$ cat src/rtl/mc_controller.sv
// mc_controller: main sequencing FSM of the multicycle processor.
// Walks the shared datapath through fetch/decode/execute/memory/writeback
// and drives every mux select, write enable and the shared ALU function code.
module mc_controller (
  input  logic       clk,
  input  logic       rst_n,
  input  logic [5:0] op,
  input  logic [5:0] funct,
  input  logic       zero,
  output logic       iord,
  output logic       mem_write,
  output logic       ir_write,
  output logic       reg_dst,
  output logic       mem_to_reg,
  output logic       reg_write,
  output logic       alu_src_a,
  output logic [1:0] alu_src_b,
  output logic [1:0] pc_src,
  output logic       pc_en,
  output logic [2:0] alu_f,
  output logic       instr_done,
  output logic [3:0] state
);

  typedef enum logic [3:0] {
    FETCH   = 4'd0,
    DECODE  = 4'd1,
    MEMADR  = 4'd2,
    MEMRD   = 4'd3,
    MEMWB   = 4'd4,
    MEMWR   = 4'd5,
    RTYPEEX = 4'd6,
    RTYPEWB = 4'd7,
    BEQEX   = 4'd8,
    ADDIEX  = 4'd9,
    ADDIWB  = 4'd10,
    JEX     = 4'd11
  } state_t;

  localparam logic [5:0] OP_LW   = 6'b100011;
  localparam logic [5:0] OP_SW   = 6'b101011;
  localparam logic [5:0] OP_R    = 6'b000000;
  localparam logic [5:0] OP_BEQ  = 6'b000100;
  localparam logic [5:0] OP_ADDI = 6'b001000;
  localparam logic [5:0] OP_J    = 6'b000010;

  localparam logic [2:0] ALU_ADD = 3'b010;
  localparam logic [2:0] ALU_SUB = 3'b110;
  localparam logic [2:0] ALU_AND = 3'b000;
  localparam logic [2:0] ALU_OR  = 3'b001;
  localparam logic [2:0] ALU_SLT = 3'b111;

  state_t cur_state;
  state_t nxt_state;

  // Raw (ungated) Moore outputs; enables are masked while reset is held.
  logic       pc_write;
  logic       branch;
  logic       mem_write_raw;
  logic       ir_write_raw;
  logic       reg_write_raw;
  logic       done_raw;
  logic [2:0] rtype_alu;

  // State register; reset abandons any partial instruction and returns to FETCH.
  always_ff @(posedge clk or negedge rst_n) begin
    if (!rst_n) cur_state <= FETCH;
    else        cur_state <= nxt_state;
  end

  // Next-state logic driven by the opcode held in IR.
  always_comb begin
    nxt_state = FETCH;
    case (cur_state)
      FETCH:   nxt_state = DECODE;
      DECODE: begin
        case (op)
          OP_LW, OP_SW: nxt_state = MEMADR;
          OP_R:         nxt_state = RTYPEEX;
          OP_BEQ:       nxt_state = BEQEX;
          OP_ADDI:      nxt_state = ADDIEX;
          OP_J:         nxt_state = JEX;
          default:      nxt_state = FETCH;
        endcase
      end
      MEMADR:  nxt_state = (op == OP_SW) ? MEMWR : MEMRD;
      MEMRD:   nxt_state = MEMWB;
      RTYPEEX: nxt_state = RTYPEWB;
      ADDIEX:  nxt_state = ADDIWB;
      default: nxt_state = FETCH;
    endcase
  end

  // R-type funct to ALU code; unrecognised functs fall back to add.
  always_comb begin
    rtype_alu = ALU_ADD;
    case (funct)
      6'b100000: rtype_alu = ALU_ADD;
      6'b100010: rtype_alu = ALU_SUB;
      6'b100100: rtype_alu = ALU_AND;
      6'b100101: rtype_alu = ALU_OR;
      6'b101010: rtype_alu = ALU_SLT;
      default:   rtype_alu = ALU_ADD;
    endcase
  end

  // Moore output decode per state; unlisted outputs stay at their defaults.
  always_comb begin
    iord          = 1'b0;
    mem_write_raw = 1'b0;
    ir_write_raw  = 1'b0;
    reg_dst       = 1'b0;
    mem_to_reg    = 1'b0;
    reg_write_raw = 1'b0;
    alu_src_a     = 1'b0;
    alu_src_b     = 2'b00;
    pc_src        = 2'b00;
    pc_write      = 1'b0;
    branch        = 1'b0;
    alu_f         = ALU_ADD;
    done_raw      = 1'b0;
    case (cur_state)
      FETCH: begin
        alu_src_b    = 2'b01;
        ir_write_raw = 1'b1;
        pc_write     = 1'b1;
      end
      DECODE: begin
        alu_src_b = 2'b11;
        case (op)
          OP_LW, OP_SW, OP_R, OP_BEQ, OP_ADDI, OP_J: done_raw = 1'b0;
          default:                                   done_raw = 1'b1;
        endcase
      end
      MEMADR: begin
        alu_src_a = 1'b1;
        alu_src_b = 2'b10;
      end
      MEMRD: iord = 1'b1;
      MEMWB: begin
        mem_to_reg    = 1'b1;
        reg_write_raw = 1'b1;
        done_raw      = 1'b1;
      end
      MEMWR: begin
        iord          = 1'b1;
        mem_write_raw = 1'b1;
        done_raw      = 1'b1;
      end
      RTYPEEX: begin
        alu_src_a = 1'b1;
        alu_src_b = 2'b00;
        alu_f     = rtype_alu;
      end
      RTYPEWB: begin
        reg_dst       = 1'b1;
        reg_write_raw = 1'b1;
        done_raw      = 1'b1;
      end
      BEQEX: begin
        alu_src_a = 1'b1;
        alu_f     = ALU_SUB;
        pc_src    = 2'b01;
        branch    = 1'b1;
        done_raw  = 1'b1;
      end
      ADDIEX: begin
        alu_src_a = 1'b1;
        alu_src_b = 2'b10;
      end
      ADDIWB: begin
        reg_write_raw = 1'b1;
        done_raw      = 1'b1;
      end
      JEX: begin
        pc_src   = 2'b10;
        pc_write = 1'b1;
        done_raw = 1'b1;
      end
      default: begin
      end
    endcase
  end

  // Write enables and the done pulse are forced low while reset is asserted;
  // zero feeds pc_en combinationally so a taken branch loads PC in BEQEX.
  assign mem_write  = rst_n & mem_write_raw;
  assign ir_write   = rst_n & ir_write_raw;
  assign reg_write  = rst_n & reg_write_raw;
  assign pc_en      = rst_n & (pc_write | (branch & zero));
  assign instr_done = rst_n & done_raw;
  assign state      = cur_state;

endmodule

$ cat config.mk
export PLATFORM = sky130hd
export DESIGN_NAME = mc_controller
export DESIGN_NICKNAME = d
export VERILOG_FILES = /design/src/rtl/mc_controller.sv
export SDC_FILE = /design/constraint.sdc
export NUM_CORES = 1
export LEC_CHECK = 0
export CAP_MARGIN = 5
export CELL_PAD_IN_SITES_DETAIL_PLACEMENT = 0
export CELL_PAD_IN_SITES_GLOBAL_PLACEMENT = 2
export CORE_MARGIN = 3
export CORE_UTILIZATION = 18
export CTS_CLUSTER_SIZE = 28
export DETAILED_ROUTE_END_ITERATION = 10
export GPL_TIMING_DRIVEN = 0
export PLACE_DENSITY_LB_ADDON = 0.1
export RECOVER_POWER = 100
export SLEW_MARGIN = 40
export SYNTH_ARGS = -nofsm -noshare
export SYNTH_HDL_FRONTEND = slang
export SYNTH_SLANG_ARGS = --single-unit
$ cat constraint.sdc
create_clock -name clk -period 3.3 [get_ports clk]
set_input_delay 0.66 -clock clk [delete_from_list [all_inputs] [get_ports clk]]
set_output_delay 0.66 -clock clk [all_outputs]
set_load 0.02 [all_outputs]
==> results.md <==
- Status: finished clean
- Ys flop type: dfrtp_1
- Number of global-route vias before repair: 663
- Worst Setup SP: funct[1]
- Synth area leader: dfrtp_1
- # clock sinks: 4
- Placed cells: 138
- Synthesized area per cell: 7.068 um2
- Detailed Place HPWL: 1419 um
- Synth cell count leaders: 12 x nor2_1, 7 x nor3_1, 6 x o21ai_0
- Startpoint Class: input port
- Die area: 3589 um2
- CTS tree: built
- Max Used Layer: met4
- Synth unique cells: 30
- Initial antenna violation count: 0
- Final worst path period need: 3.229 ns
- Setup WS pre-CTS: 0.06829 ns
- Final instance area: 929.6 um2
- I/O Pins: 35
- Initial Util: 20.02%
- Number of flops mapped to enable cells by yosys: 0
- PwrDens: 578.3 nW/um2
- Postcts setup bufs: 0
- Root buf cell: clkbuf_4
- Max Buffers Root-to-Sink: 2
- GRT Residual Overflow: 0
- RSZ-0062 raised after global routing: no
- Antenna Cells: 0
- Hold_ws: 0.5798 ns
- Post-Syn Nets: 89
- Setup TNS: 0 ns
- WL per Instance: 12.46 um
- CP Class: in -> out
- Worst Hold Path EP: state[0]
- Hold Startpoint: state[3]
- Chip height: 59.91 um
- Rows: 18
- Die width: 59.91 um
- Fmax: 309.7 MHz
- Met3 WL: 106 um
- Filler cells: 301
- H-tree Lvls: 1
- Final setup margin: 0.07116 ns
- Worst EP required: 2.64 ns
- Maxcap violations: 0
- Slew @ Worst Pin: 0.4491 ns
- First drt pass iteration count: 4
- Fin nets: 128
- Routed Wire Length: 1757 um
- Port Buffers: 34
- Crit end category: output pin
- Pin count of the biggest net entering global routing: 11
- Reg area: 100.1 um2
- Headroom to the max-slew limit: 70.06%
- Capturing point of the worst reg2reg path: state[0]
- Routed wl met2: 825 um
- Avg Vias per Cell: 4.688
- Worst R2R Path Depth: 4
- Post-route ant nets: 0
- Dominant cells by area after synthesis: dfrtp_1 19%, nor2_1 8.6%, nor3_1 6.7%, xor2_1 6.7%, nand2b_1 6.0%
- M1 WL: 808 um
- Clock Latency Late Sink: 0.24 ns
- Fraction of registers with async set/reset: 100.0%
- Worst-path clk slew: 0.04 ns
- Final hold violation count: 0
- Mapped Area: 523.0 um2
- Largest register FFs: 4
- Top-count cell post-synth: nor2_1
- CORE AREA: 2613 um2
- Crit path arrival time: 2.57 ns
- Hold depth: 2
- Total track usage: 9.704%
- Post-synth top area share: 19.14%
- Crit Reg-Reg Startpoint: state[1]
- Num CTS Buffers: 3
- Type of the worst min-delay path: reg -> reg
- CP Max Fanout: 2
- Area taken by multi-input logic gates: 387.9 um2
- Iter 0 DRT Violations: 24
- Share of cells above drive strength 1: 9.910%
- RePlAce Congestion: 0.7136
- Vias post-DR: 661
- Placed cell area: 900.9 um2
- Global-route wire length before repair: 2753 um
- Synth-to-Final Area Change: 77.75%
- Leakage: 0.4016 nW
- Final Core Density: 35.58%
- Period utilization: 97.84%
- Clk_skew: 0.006823 ns
- Sequential share of the synthesized area: 19.14%
- DRC violations left: 0
- Worst VDD drop: 299.4 uV
- Final Power: 537.6 uW
- Synth warn: 0
- Fin cells: 141
- Final setup fails: 0
- #FFs+latches synth: 4
- Slew Limit Fails: 0
- R2R Setup Slk: 2.02 ns
- Synthesized netlist cell count: 74
## worst max path at each step
stage / to / slack (ns) / cells past startpoint
2_1_floorplan: alu_f[0] / 0.95 / 3
3_3_place_gp: alu_f[0] / 0.06 / 5
3_5_place_dp: alu_f[0] / 0.07 / 5
4_1_cts: alu_f[0] / 0.06 / 5
5_1_grt: alu_f[0] / 0.005 / 5
6_report: alu_f[0] / 0.07 / 5
## power by group
group / switching [mW] / internal, mW / total [mW] / leakage (nW)
Combinational: 0.228 / 0.170 / 0.398 / 0.335
Sequential: 0.0143 / 0.0642 / 0.0786 / 0.0530
Clock: 0.0203 / 0.0407 / 0.0610 / 0.0138
Total: 0.263 / 0.275 / 0.538 / 0.402
## metal layers
metal  vias up  GRT usage [%]
li1        345              -
met1       293          11.84
met2        21          17.13
met3         2          1.512
met4         0          3.165
met5         -              0
## kinds of logic (layout without fill, tap and decap cells)
| family | count (synthesis) | count (layout) | synth area share, % |
|---|---|---|---|
| DFF | 4 | 4 | 19.14 |
| and+or+nand+nor | 41 | 41 | 43.30 |
| buffers and inverters | 7 | 44 | 7.895 |
| AOI/OAI and AO/OA | 18 | 18 | 22.97 |
| xor gates and xnor gates | 4 | 4 | 6.698 |
## layout make-up
type | instances | share of cell area (%)
multi-input cells | 63 | 41.72
well taps | 30 | 4.038
flip-flops and latches | 4 | 10.77
inverters | 3 | 1.750
plain buffers | 4 | 2.692
clock buffers | 3 | 2.423
repair buffers | 34 | 36.61
## repair_timing
action	4_1_cts	5_1_grt
hold buffers	0	0
setup endpoints to repair	0	1
resized for setup	0	1
## cells in the final DEF, fill, tap and decap left out, types with 2 or more instances in the layout
master            n
nand2_1           2
nor2_1           12
nand3_1           4
xor2_1            4
clkdlybuf4s50_1  14
inv_1             2
a32o_1            2
o21ai_0           6
dlygate4sd3_1    20
nor3_1            7
buf_2             2
nand2b_1          5
clkbuf_4          3
dfrtp_1           4
a21oi_1           3
and3_1            4
## critical path, stage by stage
cell             delay, ns
clkdlybuf4s50_1       0.47
or3b_2                0.46
o2bb2a_1              0.30
nor2_1                0.08
clkdlybuf4s50_1       0.60
No activity file was read; power rests on OpenSTA's default activity.
